[config.mk]
export PLATFORM = sky130hd
export DESIGN_NAME = memory_bus_arbiter
export DESIGN_NICKNAME = d
export VERILOG_FILES = /design/src/rtl/mem_bus_pkg.sv /design/src/rtl/arb_run_counter.sv /design/src/rtl/memory_bus_arbiter.sv
export SDC_FILE = /design/constraint.sdc
export NUM_CORES = 1
export LEC_CHECK = 0
export ABC_CLOCK_PERIOD_IN_PS = 4710
export BUFFER_PORTS_ARGS = -buffer_cell sky130_fd_sc_hd__buf_4
export CORE_ASPECT_RATIO = 0.75
export CORE_MARGIN = 8
export CORE_UTILIZATION = 35
export CTS_BUF_LIST = sky130_fd_sc_hd__clkbuf_8 sky130_fd_sc_hd__clkbuf_16
export DETAILED_ROUTE_END_ITERATION = 12
export PLACE_DENSITY = 0.73
export RECOVER_POWER = 100
export SLEW_MARGIN = 20
export SYNTH_ARGS = -nofsm -noshare
export SYNTH_HDL_FRONTEND = slang
export SYNTH_SLANG_ARGS = --single-unit
[constraint.sdc]
create_clock -name clk -period 4.71 [get_ports clk]
set_clock_uncertainty 0.2 [all_clocks]
set_input_delay 0 -clock clk [delete_from_list [all_inputs] [get_ports clk]]
set_output_delay 0 -clock clk [all_outputs]
set_load 0.02 [all_outputs]
[src/rtl/mem_bus_pkg.sv]
// Shared encodings for the processor memory bus arbiter.
package mem_bus_pkg;

  // AMBA-style transfer type encodings; 2'b01 is never driven
  localparam logic [1:0] TRANS_IDLE = 2'b00;
  localparam logic [1:0] TRANS_NSEQ = 2'b10;
  localparam logic [1:0] TRANS_SEQ  = 2'b11;

  // Bit positions within m_prot
  localparam int unsigned PROT_DATA = 0;
  localparam int unsigned PROT_PRIV = 1;

  // Owner of an address phase; OWN_IDLE also means "no response owner"
  typedef enum logic [1:0] {
    OWN_IDLE  = 2'b00,
    OWN_FETCH = 2'b01,
    OWN_DATA  = 2'b10
  } owner_e;

endpackage

[src/rtl/arb_run_counter.sv]
// Saturating count of consecutive data grants taken while fetch was waiting.
module arb_run_counter #(
  parameter int unsigned MAX_DATA_RUN = 4
) (
  input  logic i_clk,
  input  logic i_reset,
  input  logic i_f_req,
  input  logic i_grant_data,
  input  logic i_grant_fetch,
  output logic o_force_fetch
);

  localparam logic [3:0] MaxRun = 4'(MAX_DATA_RUN);

  logic [3:0] r_count;
  logic [3:0] w_count_d;

  // Clear when fetch is served or no longer waiting; count data grants up to the limit
  always_comb begin
    w_count_d = r_count;
    if (!i_f_req || i_grant_fetch) begin
      w_count_d = 4'd0;
    end else if (i_grant_data && (r_count != MaxRun)) begin
      w_count_d = r_count + 4'd1;
    end
  end

  // Counter state register
  always_ff @(posedge i_clk or posedge i_reset) begin
    if (i_reset) begin
      r_count <= 4'd0;
    end else begin
      r_count <= w_count_d;
    end
  end

  assign o_force_fetch = (r_count == MaxRun);

endmodule

[src/rtl/memory_bus_arbiter.sv]
// Arbitrates the single memory port between instruction fetch and load/store.
module memory_bus_arbiter
  import mem_bus_pkg::*;
#(
  parameter int unsigned MAX_DATA_RUN = 4,
  parameter int unsigned ADDR_W       = 32
) (
  input  logic              clk,
  input  logic              reset,
  input  logic              priv,
  input  logic              f_req,
  input  logic [ADDR_W-1:0] f_addr,
  output logic              f_ack,
  output logic              f_rvalid,
  input  logic              d_req,
  input  logic [ADDR_W-1:0] d_addr,
  input  logic [ADDR_W-1:0] d_wdata,
  input  logic              d_write,
  input  logic              d_size,
  output logic              d_ack,
  output logic              d_rvalid,
  output logic [ADDR_W-1:0] resp_rdata,
  output logic              resp_abort,
  output logic [ADDR_W-1:0] m_addr,
  output logic [ADDR_W-1:0] m_wdata,
  output logic              m_write,
  output logic              m_size,
  output logic [1:0]        m_prot,
  output logic [1:0]        m_trans,
  input  logic [ADDR_W-1:0] m_rdata,
  input  logic              m_abort
);

  owner_e            r_owner, w_owner_d, r_resp_owner;
  logic [ADDR_W-1:0] r_addr, w_addr_d;
  logic [ADDR_W-1:0] r_wdata, w_wdata_d;
  logic              r_write, w_write_d;
  logic              r_size, w_size_d;
  logic [1:0]        r_prot, w_prot_d;
  logic [1:0]        r_trans, w_trans_d;
  logic              w_force_fetch;
  logic              w_seq;

  arb_run_counter #(
    .MAX_DATA_RUN (MAX_DATA_RUN)
  ) u_run_counter (
    .i_clk         (clk),
    .i_reset       (reset),
    .i_f_req       (f_req),
    .i_grant_data  (w_owner_d == OWN_DATA),
    .i_grant_fetch (w_owner_d == OWN_FETCH),
    .o_force_fetch (w_force_fetch)
  );

  // Grant: data wins unless fetch has waited out its run limit
  always_comb begin
    w_owner_d = OWN_IDLE;
    if (d_req && f_req) begin
      w_owner_d = w_force_fetch ? OWN_FETCH : OWN_DATA;
    end else if (d_req) begin
      w_owner_d = OWN_DATA;
    end else if (f_req) begin
      w_owner_d = OWN_FETCH;
    end
  end

  // Address-phase fields for the granted owner; idle cycles hold the last fields
  always_comb begin
    w_addr_d  = r_addr;
    w_wdata_d = r_wdata;
    w_write_d = r_write;
    w_size_d  = r_size;
    w_prot_d  = r_prot;
    unique case (w_owner_d)
      OWN_FETCH: begin
        w_addr_d            = f_addr;
        w_wdata_d           = '0;
        w_write_d           = 1'b0;
        w_size_d            = 1'b1;
        w_prot_d[PROT_DATA] = 1'b0;
        w_prot_d[PROT_PRIV] = priv;
      end
      OWN_DATA: begin
        w_addr_d            = d_addr;
        w_wdata_d           = d_wdata;
        w_write_d           = d_write;
        w_size_d            = d_size;
        w_prot_d[PROT_DATA] = 1'b1;
        w_prot_d[PROT_PRIV] = priv;
      end
      default: ;
    endcase
    // SEQ needs an unbroken run by one owner, same direction, next word (wraps mod 2^ADDR_W)
    w_seq = (w_owner_d == r_owner) && (r_owner != OWN_IDLE) &&
            (w_addr_d == r_addr + ADDR_W'(4)) && (w_write_d == r_write);
    if (w_owner_d == OWN_IDLE) begin
      w_trans_d = TRANS_IDLE;
    end else begin
      w_trans_d = w_seq ? TRANS_SEQ : TRANS_NSEQ;
    end
  end

  // Address-phase and response-owner registers; reset drops any in-flight response
  always_ff @(posedge clk or posedge reset) begin
    if (reset) begin
      r_owner      <= OWN_IDLE;
      r_resp_owner <= OWN_IDLE;
      r_addr       <= '0;
      r_wdata      <= '0;
      r_write      <= 1'b0;
      r_size       <= 1'b0;
      r_prot       <= 2'b00;
      r_trans      <= TRANS_IDLE;
    end else begin
      r_owner      <= w_owner_d;
      r_resp_owner <= r_owner;
      r_addr       <= w_addr_d;
      r_wdata      <= w_wdata_d;
      r_write      <= w_write_d;
      r_size       <= w_size_d;
      r_prot       <= w_prot_d;
      r_trans      <= w_trans_d;
    end
  end

  assign m_addr     = r_addr;
  assign m_wdata    = r_wdata;
  assign m_write    = r_write;
  assign m_size     = r_size;
  assign m_prot     = r_prot;
  assign m_trans    = r_trans;
  assign f_ack      = (r_owner == OWN_FETCH);
  assign d_ack      = (r_owner == OWN_DATA);
  assign f_rvalid   = (r_resp_owner == OWN_FETCH);
  assign d_rvalid   = (r_resp_owner == OWN_DATA);
  assign resp_rdata = m_rdata;
  assign resp_abort = m_abort;

endmodule

* Yosys cells after proc, flatten, opt, wreduce, memory -nomap -nowiden
Index checks and enable logic that the tools add are counted.
Operators by class: $add $sub $neg 2, bitwise operators 0, $lt $le $gt $ge 0, eq/ne operators 11, div/mod/pow operators 0, shift-type cells 0, reduce and logical (&&, ||, !) cells 11, multiply operators 0, mux-type cells 13
Operators with widths (count):
- $pmux W32 S2 | 2
- $add A32 B3 Y32 const B | 1
- $eq A32 B32 Y1 | 1
- $mux W2 | 4
- $mux W4 | 2
- $eq A2 B1 Y1 const B | 3
- $eq A2 B2 Y1 const B | 3
- $reduce_bool A2 Y1 | 3
- $logic_and A1 B1 Y1 | 5
- $add A4 B1 Y4 const B | 1
- $eq A4 B3 Y1 const B | 1
- $ne A4 B3 Y1 const B | 1
- $pmux W1 S2 | 2
- $pmux W2 S2 | 1
- $eq A2 B2 Y1 | 1
- $logic_not A2 Y1 | 1
- $mux W1 | 2
- $eq A1 B1 Y1 | 1
- $logic_not A1 Y1 | 1
- $logic_or A1 B1 Y1 | 1
Word-level totals: memory bits (writable) 0, bits of input ports 136, flip-flop bits (word level) 78, memories kept 0, latch bits 0, output and inout bits 107, word-level logic and storage cells 46, bits in read-only memories 0

* Depth between registers and ports, before layout
Gate-level depths: netlist of run 1.
word-level depth 10, depth in mapped cells 14

* Cells and area by module
A second synthesis of run 1 with hierarchy kept.
Unflattened totals: cells, all modules 547, area, all modules 5147.4 sq um
By module, submodules not included:
- memory_bus_arbiter | area an instance 4919.7 sq um, instances 1, cells each 520
- arb_run_counter | area an instance 227.7 sq um, instances 1, cells each 27

* Least setup slack after synthesis of run 1
Ideal clock, no wire load.
path kind register -> register, start point register r_addr[2], in the netlist m_addr[2], end point register r_trans[0], in the netlist m_trans[0], data required time 4.415 ns, slack 1.829 ns, library setup time 0.095 ns, cell stages (with the launch flop) 10, arrival 2.586 ns, path through dfrtp_1 ha_1 nand3_1 or3_1 buf_2 or4_4 or3_1 a31oi_1 o21ai_0 nor4b_2
On the way: word-level cells in the longest chain between the ends 6, elaborated cells on any way between the ends 7, classes of those cells 1 x add/sub; 1 x eq/ne; 3 x mux; 2 x reduce/logical
Ends and longest elaborated chain:
- from (decl) | line memory_bus_arbiter.sv:35 | logic [ADDR_W-1:0] r_addr, w_addr_d;
- from (signal assigned) | line memory_bus_arbiter.sv:117 | r_addr <= w_addr_d;
- $add A32 B3 Y32 or $pmux W32 S2 (tied branches) | line memory_bus_arbiter.sv:95, memory_bus_arbiter.sv:74
- $eq A32 B32 Y1 (*) | line memory_bus_arbiter.sv:95 | (w_addr_d == r_addr + ADDR_W'(4)) && (w_write_d == r_write);
- $logic_and A1 B1 Y1 (*) | line memory_bus_arbiter.sv:94 | w_seq = (w_owner_d == r_owner) && (r_owner != OWN_IDLE) &&
- $logic_and A1 B1 Y1 (*) | line memory_bus_arbiter.sv:95
- $mux W1 (*) | line memory_bus_arbiter.sv:99 | w_trans_d = w_seq ? TRANS_SEQ : TRANS_NSEQ;
- $mux W2 (*) | line memory_bus_arbiter.sv:96 | if (w_owner_d == OWN_IDLE) begin
- via w_trans_d[0] | line memory_bus_arbiter.sv:40 | logic [1:0] r_trans, w_trans_d;
- to (signal assigned) | line memory_bus_arbiter.sv:122 | r_trans <= w_trans_d;
- to (decl) | line memory_bus_arbiter.sv:40
Mark *: on every way through the listed nets, which the timed path passes. The rest lies on a longest branch. A chain may end at the register's enable or synchronous reset.

* Worst setup path after layout of run 1
start point register u_run_counter.r_count[0], end point register r_trans[0], in the netlist m_trans[0]
On the way: word-level cells in the longest chain between the ends 10, elaborated cells on any way between the ends 16, classes of those cells 6 x eq/ne; 6 x mux; 4 x reduce/logical
Ends and longest elaborated chain:
- from (decl) | line arb_run_counter.sv:15 | logic [3:0] r_count;
- from (signal assigned) | line arb_run_counter.sv:33 | r_count <= w_count_d;
- $eq A4 B3 Y1 (*) | line arb_run_counter.sv:37 | assign o_force_fetch = (r_count == MaxRun);
- $mux W2 (*) | line memory_bus_arbiter.sv:59 | w_owner_d = w_force_fetch ? OWN_FETCH : OWN_DATA;
- $mux W2 (*) | line memory_bus_arbiter.sv:58 | if (d_req && f_req) begin
- $eq A2 B2 Y1 or $eq A2 B1 Y1 (tied branches) | line memory_bus_arbiter.sv:74 | unique case (w_owner_d)
- $pmux W32 S2 | line memory_bus_arbiter.sv:74
- $eq A32 B32 Y1 | line memory_bus_arbiter.sv:95
- $logic_and A1 B1 Y1 | line memory_bus_arbiter.sv:94
- $logic_and A1 B1 Y1 | line memory_bus_arbiter.sv:95
- $mux W1 | line memory_bus_arbiter.sv:99
- $mux W2 (*) | line memory_bus_arbiter.sv:96
- via w_trans_d[0] | line memory_bus_arbiter.sv:40
Marks and branches as above.

==> results.cfg, run 1 <==
[outcome]
status = finished with violations
failed_checks = capacitance limit, slew limit

[layout]
post_route_cells_drive_above_1_share_pct = 19.9
stdcell_area_sq_um = 7030
final_nets = 868
area_growth_syn_to_layout_pct = 57.5

[min_path]
hold_path_startpoint = d_addr[2]
hold_class = primary input to register
min_delay_path_depth = 7
holdPathEnd = m_trans[0]

[place]
portBuffers = 176
dpl.hpwl_um = 11600
routabilityCongestion = 0.911
dpl_cell_area_sq_um = 5670

[timing]
hold_violations = 0
pin_slew_with_the_least_headroom_to_its_limit_ns = 1.96
final.period_utilization_pct = 84.5
timing.setup.tns_ns = 0
finalSetupViolations = 0
final_critical_path_time_including_i_o_delays_and_setup_ns = 3.98
grt_setup_unrepaired = no
slew-limit-headroom_pct = -30.8
max_clock_freq_ghz = 0.251
drv_slew = 79

[grt]
first_pass_grt_wire_length_um = 27300
grt_antenna_before_repair = 2
grt_max_degree = 79
grt.total_usage_pct = 20.5
first_global_vias = 5043
grt_overflow_total = 0

[die]
fp.dieArea_sq_um = 16700
fp.dieW_um = 146
core_region_area_sq_um = 12300
die_y_um = 114
boundaryPins = 243
floorplan.initialDensity_pct = 36.1
placementRows = 35

[synthesis]
netlist_instances = 461
synthDistinctLibCells = 60
most_frequent_cell_after_synthesis = sky130_fd_sc_hd__dfrtp_1
synth_nets = 600
synth_top_area_share_pct = 43.8
yosys-top-cells-count = 78 x sky130_fd_sc_hd__dfrtp_1, 52 x sky130_fd_sc_hd__nor2_1, 33 x sky130_fd_sc_hd__buf_4
synth.yosys.seq_area_share_pct = 43.8
synth-edff-count = 0
synth_area_per_cell_sq_um = 9.68
yosys_warnings = 0
synth.largest_area_cell = sky130_fd_sc_hd__dfrtp_1
ys_seq_elements = 78
ys_dominant_reg_cell = sky130_fd_sc_hd__dfrtp_1
post_synth_arst_share_pct = 100
synthTopCellsByArea = sky130_fd_sc_hd__dfrtp_1 44%, sky130_fd_sc_hd__a22o_1 6.3%, sky130_fd_sc_hd__buf_4 5.6%, sky130_fd_sc_hd__nor2_1 4.4%, sky130_fd_sc_hd__xnor2_1 3.3%
synthesis.area_sq_um = 4460

[detailed_routing]
routed_wl_um = 17700
num_vias = 4744
drt_iter0_markers = 412
viasPerCell = 5.26
drt_antenna_net_count = 0
post-route-drc-count = 0
wire_per_inst_um = 19.6
drt_first_pass_iters = 5

[clocking]
clock_sinks = 78
worstSkewPairLatency_ns = 0.34
cts.path.max_buffers = 2
cts.reportedPaths.clkPinSlew_ns = 0.06
cts_buffers = 9
h-tree-depth = 3
tritoncts = yes
cts_root_buf = sky130_fd_sc_hd__clkbuf_16

[power]
static-leakage-power_nw = 3.01
ir_worst_vdd_v = 0.000186
p_total_mw = 2.07
power.density_cell_area_nw_per_um2 = 294

[setup_path]
worst-r2r-setup-slack_ns = 0.73
critical-path-top-delay-family = simple AND/OR/NAND/NOR gates
cp_slowest_cell = sky130_fd_sc_hd__and2_0
end_kind = register
critPathMaxFanout = 18
arrival_ns = 3.99
r2r_end = m_trans[0]
required_ns = 4.72
crit_path_max_incr_delay_ns = 0.92
crit_path_start_kind = register
timing.reg2reg.worst_path_depth = 11
setup_cp_type = register to register
worstPathCellList = inv_1 > ha_1 > nand4b_1 > and2_0 > buf_4 > o22a_1 > mux2_2 > nor4_1 > a41o_1 > nand3_1 > nor4b_1
worstReg2RegStart = u_run_counter.r_count[0]
cp.buffers_inverters = 2

[job]
timing.max_cap.violations = 1
-- layout by cell type (no fill, tap or decap), drive strengths merged, types with 3 or more instances in the layout --
master	n
dlygate4sd3	135
buf	103
clkbuf	87
dfrtp	78
nor2	53
a22o	32
nand2	29
o22ai	18
xnor2	17
inv	16
or3	14
a21oi	12
o21ai	12
xor2	11
mux2i	10
nand4	9
nand3	9
o22a	8
o21a	8
o221a	7
nor2b	5
mux2	5
nor3	5
nand2b	4
or2	4
nor4	3
ha	3
and3	3
clkinvlp	3
-- how the worst max path moves through the flow --
stage                 end  depth (start not counted)  slack [ns]                     start
6_report       m_trans[0]                         11        0.73  u_run_counter.r_count[0]
3_5_place_dp   m_trans[0]                         12        1.15  u_run_counter.r_count[0]
2_1_floorplan  m_trans[0]                          9        1.83                 m_addr[2]
4_1_cts        m_trans[0]                         12        1.11  u_run_counter.r_count[0]
5_1_grt        m_trans[0]                         11        0.52  u_run_counter.r_count[0]
3_3_place_gp   m_trans[0]                         12        1.30  u_run_counter.r_count[0]
-- through the flow --
stage	util [%]	hold slack, ns	instances	setup slack, ns
3_5_place_dp	45.9	-0.200	749	1.15
2_1_floorplan	-	-0.0874	461	1.83
4_1_cts	59.3	0.110	900	1.11
6_report	56.9	0.129	902	0.731
3_3_place_gp	45.9	-0.200	749	1.30
5_1_grt	56.9	0.165	902	0.518
-- routing by layer --
metal | wire length (um) | GRT usage (%) | vias up
met1 | 6860 | 23.3 | 2279
met2 | 8850 | 34.6 | 246
met4 | 614 | 10.5 | 0
met3 | 1370 | 6.09 | 46
li1 | - | - | 2173
met5 | 0 | 0 | -
-- final cells by class --
cell class                 instances  area [sq um]
fill                            1122          5320
timing repair buffer             315          2420
multi-input combinational        309          2080
sequential                        78          1950
clock buffer                      10           239
tap                              166           208
clock inverter                     6          67.6
inverter                          16          61.3
antenna                            2          5.00
-- where the power goes --
group	switching (mW)	leakage, nW	internal [mW]
registers	0.0624	0.936	0.722
logic	0.298	1.93	0.266
clock network	0.290	0.146	0.428
-- worst register-to-register path: stages (launching register included) --
cell	delay (ns)
sky130_fd_sc_hd__dfrtp_1	0.40
sky130_fd_sc_hd__inv_1	0.06
sky130_fd_sc_hd__ha_1	0.20
sky130_fd_sc_hd__nand4b_1	0.26
sky130_fd_sc_hd__and2_0	0.92
sky130_fd_sc_hd__buf_4	0.38
sky130_fd_sc_hd__o22a_1	0.20
sky130_fd_sc_hd__mux2_2	0.36
sky130_fd_sc_hd__nor4_1	0.25
sky130_fd_sc_hd__a41o_1	0.16
sky130_fd_sc_hd__nand3_1	0.09
sky130_fd_sc_hd__nor4b_1	0.38
-- cell families after synthesis --
family / synth area share (%)
AOI/OAI and AO/OA: 20.1
xor gates and xnor gates: 5.50
adders and majority gates: 0.842
buffers and inverters: 9.40
DFF: 43.8
muxes: 3.51
and+or+nand+nor: 16.9
-- timing repair --
action / 4_1_cts / 5_1_grt
hold endpoints to repair: 183 / 0
resized for setup: 0 / 0
buffers inserted: 0 / 0
hold buffers: 135 / 0
-- flip-flops by register name (all words and copies together), names as in the netlist --
| name | flops |
|---|---|
| m_addr | 32 |
| m_prot | 2 |
| m_size | 1 |
| m_trans | 2 |
| m_wdata | 32 |
| m_write | 1 |
| r_owner | 2 |
| r_resp_owner | 2 |
| u_run_counter.r_count | 4 |
No activity file was read; power rests on OpenSTA's default activity.
==> inputs of run 2 (changes only) <==
- ABC_AREA: default -> 1
- ABC_CLOCK_PERIOD_IN_PS: 4710 -> 3300
- clock period: 4.71 -> 3.3 ns (I/O delays scaled with it)
==> run 2 against run 1 <==
Against the previous run: the run still ends with capacitance limit, slew limit left; non-clock buffer count up 5; count of clock-buffer cells in the layout fell by 1; clock power up 39%; critical path type unchanged; largest cell class is now multi-input gates; largest power group unchanged.
==> results.cfg, run 2 <==
[timing]
timing.setup.tns_ns = 0
fin_worst_hold_slack_ns = 0.0459
slew-limit-headroom_pct = -41.6
drv_slew = 54
pin_slew_with_the_least_headroom_to_its_limit_ns = 2.12
final.period_utilization_pct = 92.3
grt_setup_unrepaired = no
finalSetupViolations = 0
hold_violations = 0
final_critical_path_time_including_i_o_delays_and_setup_ns = 3.04
max_clock_freq_ghz = 0.328

[setup_path]
worstPathCellList = inv_1 > ha_1 > nand3_2 > nand2_2 > buf_4 > nand2_2 > o21ai_0 > dlygate4sd3_1 > inv_1 > nand2_1 > nand2_1 > nor2_1 > nand3_1 > nor2_1
cp_slowest_cell = sky130_fd_sc_hd__dlygate4sd3_1
critPathLaunch = u_run_counter.r_count[0]
critical-path-top-delay-family = buffers and inverters
critPathMaxFanout = 28
end_kind = register
timing.critical_path.depth = 14
crit_path_start_kind = register
worstReg2RegStart = u_run_counter.r_count[0]
r2r_end = m_trans[0]
crit_path_max_incr_delay_ns = 0.59
cp.buffers_inverters = 4
worst-r2r-setup-slack_ns = 0.26
arrival_ns = 3.12
required_ns = 3.37
setup_cp_type = register to register
crit_end = m_trans[0]
timing.reg2reg.worst_path_depth = 14

[grt]
grt_antenna_before_repair = 0
grt.total_usage_pct = 20.8
first_pass_grt_wire_length_um = 31700
first_global_vias = 5992
grt_max_degree = 64
grt_overflow_total = 0

[layout]
mostFrequentLayoutCell = sky130_fd_sc_hd__nand2_1
num-fill-cells = 1502
diodes = 0
area.sequential_sq_um = 1950
area_growth_syn_to_layout_pct = 49.4
multi_input_comb_area_sq_um = 2500
final_nets = 1191
post_route_cells_drive_above_1_share_pct = 13.8
postLayoutCoreUtil_pct = 52.8
most-common-layout-cells = 242 x sky130_fd_sc_hd__nand2_1, 140 x sky130_fd_sc_hd__dlygate4sd3_1, 127 x sky130_fd_sc_hd__inv_1

[power]
static-leakage-power_nw = 4.12
ir_worst_vdd_v = 0.000240
power.density_cell_area_nw_per_um2 = 388

[synthesis]
netlist_instances = 773
yosys-top-cells-count = 242 x sky130_fd_sc_hd__nand2_1, 124 x sky130_fd_sc_hd__inv_1, 78 x sky130_fd_sc_hd__dfrtp_1
ys_dominant_reg_cell = sky130_fd_sc_hd__dfrtp_1
yosys_warnings = 0
ys_seq_elements = 78
most_frequent_cell_after_synthesis = sky130_fd_sc_hd__nand2_1
post_synth_arst_share_pct = 100
synthTopCellsByArea = sky130_fd_sc_hd__dfrtp_1 37%, sky130_fd_sc_hd__nand2_1 17%, sky130_fd_sc_hd__inv_1 8.8%, sky130_fd_sc_hd__nand3_1 7.3%, sky130_fd_sc_hd__a22o_1 5.3%
synth_nets = 912
synth-edff-count = 0
synth_top_area_share_pct = 36.7
synth_area_per_cell_sq_um = 6.87
synth.largest_area_cell = sky130_fd_sc_hd__dfrtp_1
synthesis.area_sq_um = 5310
synthDistinctLibCells = 32
synth.yosys.seq_area_share_pct = 36.7

[detailed_routing]
met3RoutedLength_um = 1860
wire_per_inst_um = 16.2
met2_length_um = 9420
routedLengthMet1_um = 8870
post-route-drc-count = 0
drt_first_pass_iters = 6
routed.top_layer = met4
viasPerCell = 4.76
num_vias = 6010
drt_antenna_net_count = 0
routed_wl_um = 20400
drt_iter0_markers = 467

[place]
dpl.hpwl_um = 13800
portBuffers = 176
routabilityCongestion = 0.952

[die]
die_y_um = 123
fp.dieW_um = 158
placementRows = 39
floorplan.initialDensity_pct = 35.3
fp.dieArea_sq_um = 19400
core_region_area_sq_um = 15000
boundaryPins = 243

[clocking]
clock_sinks = 78
cts.path.max_buffers = 2
h-tree-depth = 3
cts.reportedPaths.clkPinSlew_ns = 0.07
cts_root_buf = sky130_fd_sc_hd__clkbuf_16
cts_buffers = 9
worstSkewPairLatency_ns = 0.34
tritoncts = yes

[outcome]
failed_checks = capacitance limit, slew limit
status = finished with violations

[min_path]
min_delay_path_depth = 3
hold_class = primary input to register
hold_path_startpoint = f_req

[job]
timing.max_cap.violations = 1
==> run 2: changes by cell type after synthesis, sizes merged, moves of 7 or more <==
cell | previous run | this run
nor2 | 53 | 86
clkbuf | 11 | 3
o22ai | 18 | 0
o21a | 8 | 0
or3 | 14 | 0
o22a | 8 | 1
nand3 | 9 | 83
xnor2 | 17 | 2
nand2 | 29 | 248
mux2i | 10 | 0
o221a | 7 | 0
inv | 15 | 128
a21oi | 12 | 4
nand3b | 1 | 14
==> run 2: cell type report <==
class	count	share of cell area [%]
multi-input cells	515	31.4
repair buffers	320	31.1
flip-flops and latches	78	24.6
inverters	128	6.05
well taps	205	3.23
clock buffers	9	2.84
clock inverters	7	0.788
==> run 2: cell families (layout without fill, tap and decap cells) <==
| logic type | count (synthesis) | after routing | share of synthesized area (%) |
|---|---|---|---|
| buf+inv | 180 | 464 | 16.2 |
| fa+ha+maj | 3 | 3 | 0.707 |
| simple gates | 450 | 450 | 37.6 |
| xor+xnor | 7 | 7 | 1.15 |
| compound gates | 55 | 55 | 7.63 |
| flops | 78 | 78 | 36.7 |
==> run 2: how the worst min path moves through the flow <==
| stage | end |
|---|---|
| after floorplan | m_prot[1] |
| after global placement | resp_rdata[10] |
| after detailed placement | resp_rdata[10] |
| after CTS | r_owner[0] |
| after global routing | r_owner[0] |
| final | r_owner[0] |
==> run 2: per-layer routing <==
metal	track usage, %	vias up
li1	-	2946
met1	27.6	2772
met2	33.9	273
met3	5.28	19
met4	4.35	0
met5	0	-
==> run 2: worst reg2reg max path, cell delays in order (launching register included) <==
cell and delay (ns):
sky130_fd_sc_hd__dfrtp_1 0.41, sky130_fd_sc_hd__inv_1 0.07, sky130_fd_sc_hd__ha_1 0.16, sky130_fd_sc_hd__nand3_2 0.11, sky130_fd_sc_hd__nand2_2 0.14, sky130_fd_sc_hd__buf_4 0.37
sky130_fd_sc_hd__nand2_2 0.18, sky130_fd_sc_hd__o21ai_0 0.25, sky130_fd_sc_hd__dlygate4sd3_1 0.59, sky130_fd_sc_hd__inv_1 0.05, sky130_fd_sc_hd__nand2_1 0.06, sky130_fd_sc_hd__nand2_1 0.08
sky130_fd_sc_hd__nor2_1 0.12, sky130_fd_sc_hd__nand3_1 0.09, sky130_fd_sc_hd__nor2_1 0.11
==> run 2: power breakdown <==
group	leakage (nW)	internal (mW)	switching [mW]	total, mW
Combinational	3.05	0.396	0.558	0.954
Clock	0.140	0.529	0.465	0.995
Sequential	0.931	1.04	0.0939	1.13
==> run 2: through the flow <==
step | power (mW) | worst slack, ns | cells | instance area, sq um
final | 3.08 | 0.255 | 1262 | 7940
after CTS | 3.16 | 0.193 | 1262 | 8230
after global routing | 3.24 | 0.00539 | 1262 | 7940
after detailed placement | 1.97 | 0.712 | 1106 | 6540
after floorplan | 1.67 | 1.10 | 773 | 5310
after global placement | 1.96 | 0.791 | 1106 | 6540
==> run 2: timing repair <==
action	4_1_cts	5_1_grt
hold endpoints to repair	157	0
setup buffers	0	0
endpoints found under the setup margin	0	1
resized for setup	0	1
hold buffers	140	0
==> inputs of run 3 (changes only) <==
- CELL_PAD_IN_SITES_DETAIL_PLACEMENT: default -> 0
- CELL_PAD_IN_SITES_GLOBAL_PLACEMENT: default -> 1
- CORE_UTILIZATION: 35 -> 29
- PLACE_DENSITY: 0.73 -> 0.85
==> run 3 against run 2 <==
Against the previous run: the run now ends clean; die area grew 18%; via count shrank 1.0%; sequential power is essentially flat; largest cell class unchanged; register-to-register slack is essentially flat; cell area grew 0.98%; first-iteration DRC count shrank 13%.
==> results.cfg, run 3 (same netlist as run 2, synthesis figures left out) <==
[layout]
most-common-layout-cells = 242 x sky130_fd_sc_hd__nand2_1, 140 x sky130_fd_sc_hd__dlygate4sd3_1, 124 x sky130_fd_sc_hd__inv_1
area_growth_syn_to_layout_pct = 50.9
instances_no_fill = 1306
diodes = 0
post_route_cells_drive_above_1_share_pct = 14.1
stdcell_area_sq_um = 8020
final_nets = 1193
postLayoutCoreUtil_pct = 44.0
mostFrequentLayoutCell = sky130_fd_sc_hd__nand2_1

[setup_path]
critical-path-top-delay-family = buffers and inverters
timing.reg2reg.worst_path_depth = 14
crit_path_start_kind = register
end_kind = register
cp.buffers_inverters = 4
setup_cp_type = register to register
critPathMaxFanout = 28
cp_slowest_cell = sky130_fd_sc_hd__dlygate4sd3_1
arrival_ns = 3.12
worstPathCellList = inv_1 > ha_1 > nand3_2 > nand2_2 > buf_4 > nand2_2 > o21ai_1 > dlygate4sd3_1 > inv_1 > nand2_1 > nand2_1 > nor2_1 > nand3_1 > nor2_1
required_ns = 3.37
crit_path_max_incr_delay_ns = 0.58
timing.critical_path.depth = 14

[place]
place_worst_setup_slack_ns = 0.720
dpl.cell_count = 1150
dpl.hpwl_um = 14700
dpl_cell_area_sq_um = 6610
routabilityCongestion = 0.871
portBuffers = 176

[grt]
first_pass_grt_wire_length_um = 32500
first_global_vias = 5974
grt_overflow_total = 0
gr-max-usage-layer = met2
grt_use_met3_pct = 4.79
grt_max_degree = 44
grt_antenna_before_repair = 0
global_route.usage.met1_pct = 24.9
met2_usage_pct = 27.4
grt.total_usage_pct = 18.0

[clocking]
tritoncts = yes
cts.reportedPaths.clkPinSlew_ns = 0.07
worstSkewPairLatency_ns = 0.34
cts_buffers = 9
clock_sinks = 78
cts.path.max_buffers = 2
post_cts_buffers = 0
cts_root_buf = sky130_fd_sc_hd__clkbuf_16
h-tree-depth = 3

[die]
fp.dieW_um = 172
floorplan.initialDensity_pct = 29.1
die_y_um = 133
placementRows = 43
boundaryPins = 243
fp.dieArea_sq_um = 23000
core_region_area_sq_um = 18200

[power]
power.density_cell_area_nw_per_um2 = 395
static-leakage-power_nw = 4.13
p_total_mw = 3.16
ir_worst_vdd_v = 0.000221

[detailed_routing]
wire_per_inst_um = 16.1
viasPerCell = 4.55
drt_antenna_net_count = 0
drt_first_pass_iters = 6
routed_wl_um = 21000
drt_iter0_markers = 404
num_vias = 5947
post-route-drc-count = 0

[timing]
slew-limit-headroom_pct = 17.1
drv_slew = 0
hold_violations = 0
final_critical_path_time_including_i_o_delays_and_setup_ns = 3.05
grt_setup_unrepaired = no
final.period_utilization_pct = 92.3
fin_worst_hold_slack_ns = 0.0773
max_clock_freq_ghz = 0.328
pin_slew_with_the_least_headroom_to_its_limit_ns = 1.24
setup_slack_ns = 0.255
timing.setup.tns_ns = 0
finalSetupViolations = 0

[min_path]
hold_class = primary input to register
min_delay_path_depth = 3

[outcome]
status = finished, final reports clean

[job]
timing.max_cap.violations = 0
## run 3: timing repair
item	in CTS	in global routing
gates resized for setup	0	1
hold buffers	140	0
hold endpoints to repair	184	0
setup endpoints to repair	0	1
## run 3: path summary, 6_finish.rpt
kind | startpoint | endpoint | slack (ns)
max in group asynchronous | reset | m_addr[17] | 1.02
hold / removal | f_req | r_owner[0] | 0.08
setup reg to reg | u_run_counter.r_count[0] | m_trans[0] | 0.25
min in group asynchronous | reset | m_wdata[21] | 0.47
setup / recovery | u_run_counter.r_count[0] | m_trans[0] | 0.25
hold reg to reg | r_owner[1] | r_resp_owner[1] | 0.21
## run 3: power by group
group	switching (mW)	total (mW)	internal [mW]	leakage, nW
logic	0.562	0.959	0.397	3.04
registers	0.0935	1.13	1.04	0.931
clock network	0.469	1.07	0.606	0.154
## run 3: routing by layer
layer | up-vias | wire (um)
met4 | 0 | 429
met2 | 238 | 9210
met1 | 2741 | 9590
li1 | 2941 | -
met3 | 27 | 1800
met5 | - | 0
## run 3: layout make-up
type,instances,area (sq um)
clock buffers,9,225
clock inverters,7,85.1
fillers,1891,10200
inverters,128,482
multi-input cells,515,2480
flip-flops and latches,78,1950
well taps,247,309
repair buffers,322,2480
## run 3: tightest hold or removal path: stages
cell and delay, ns:
sky130_fd_sc_hd__buf_4 0.24, sky130_fd_sc_hd__nand2_2 0.21, sky130_fd_sc_hd__inv_1 0.10
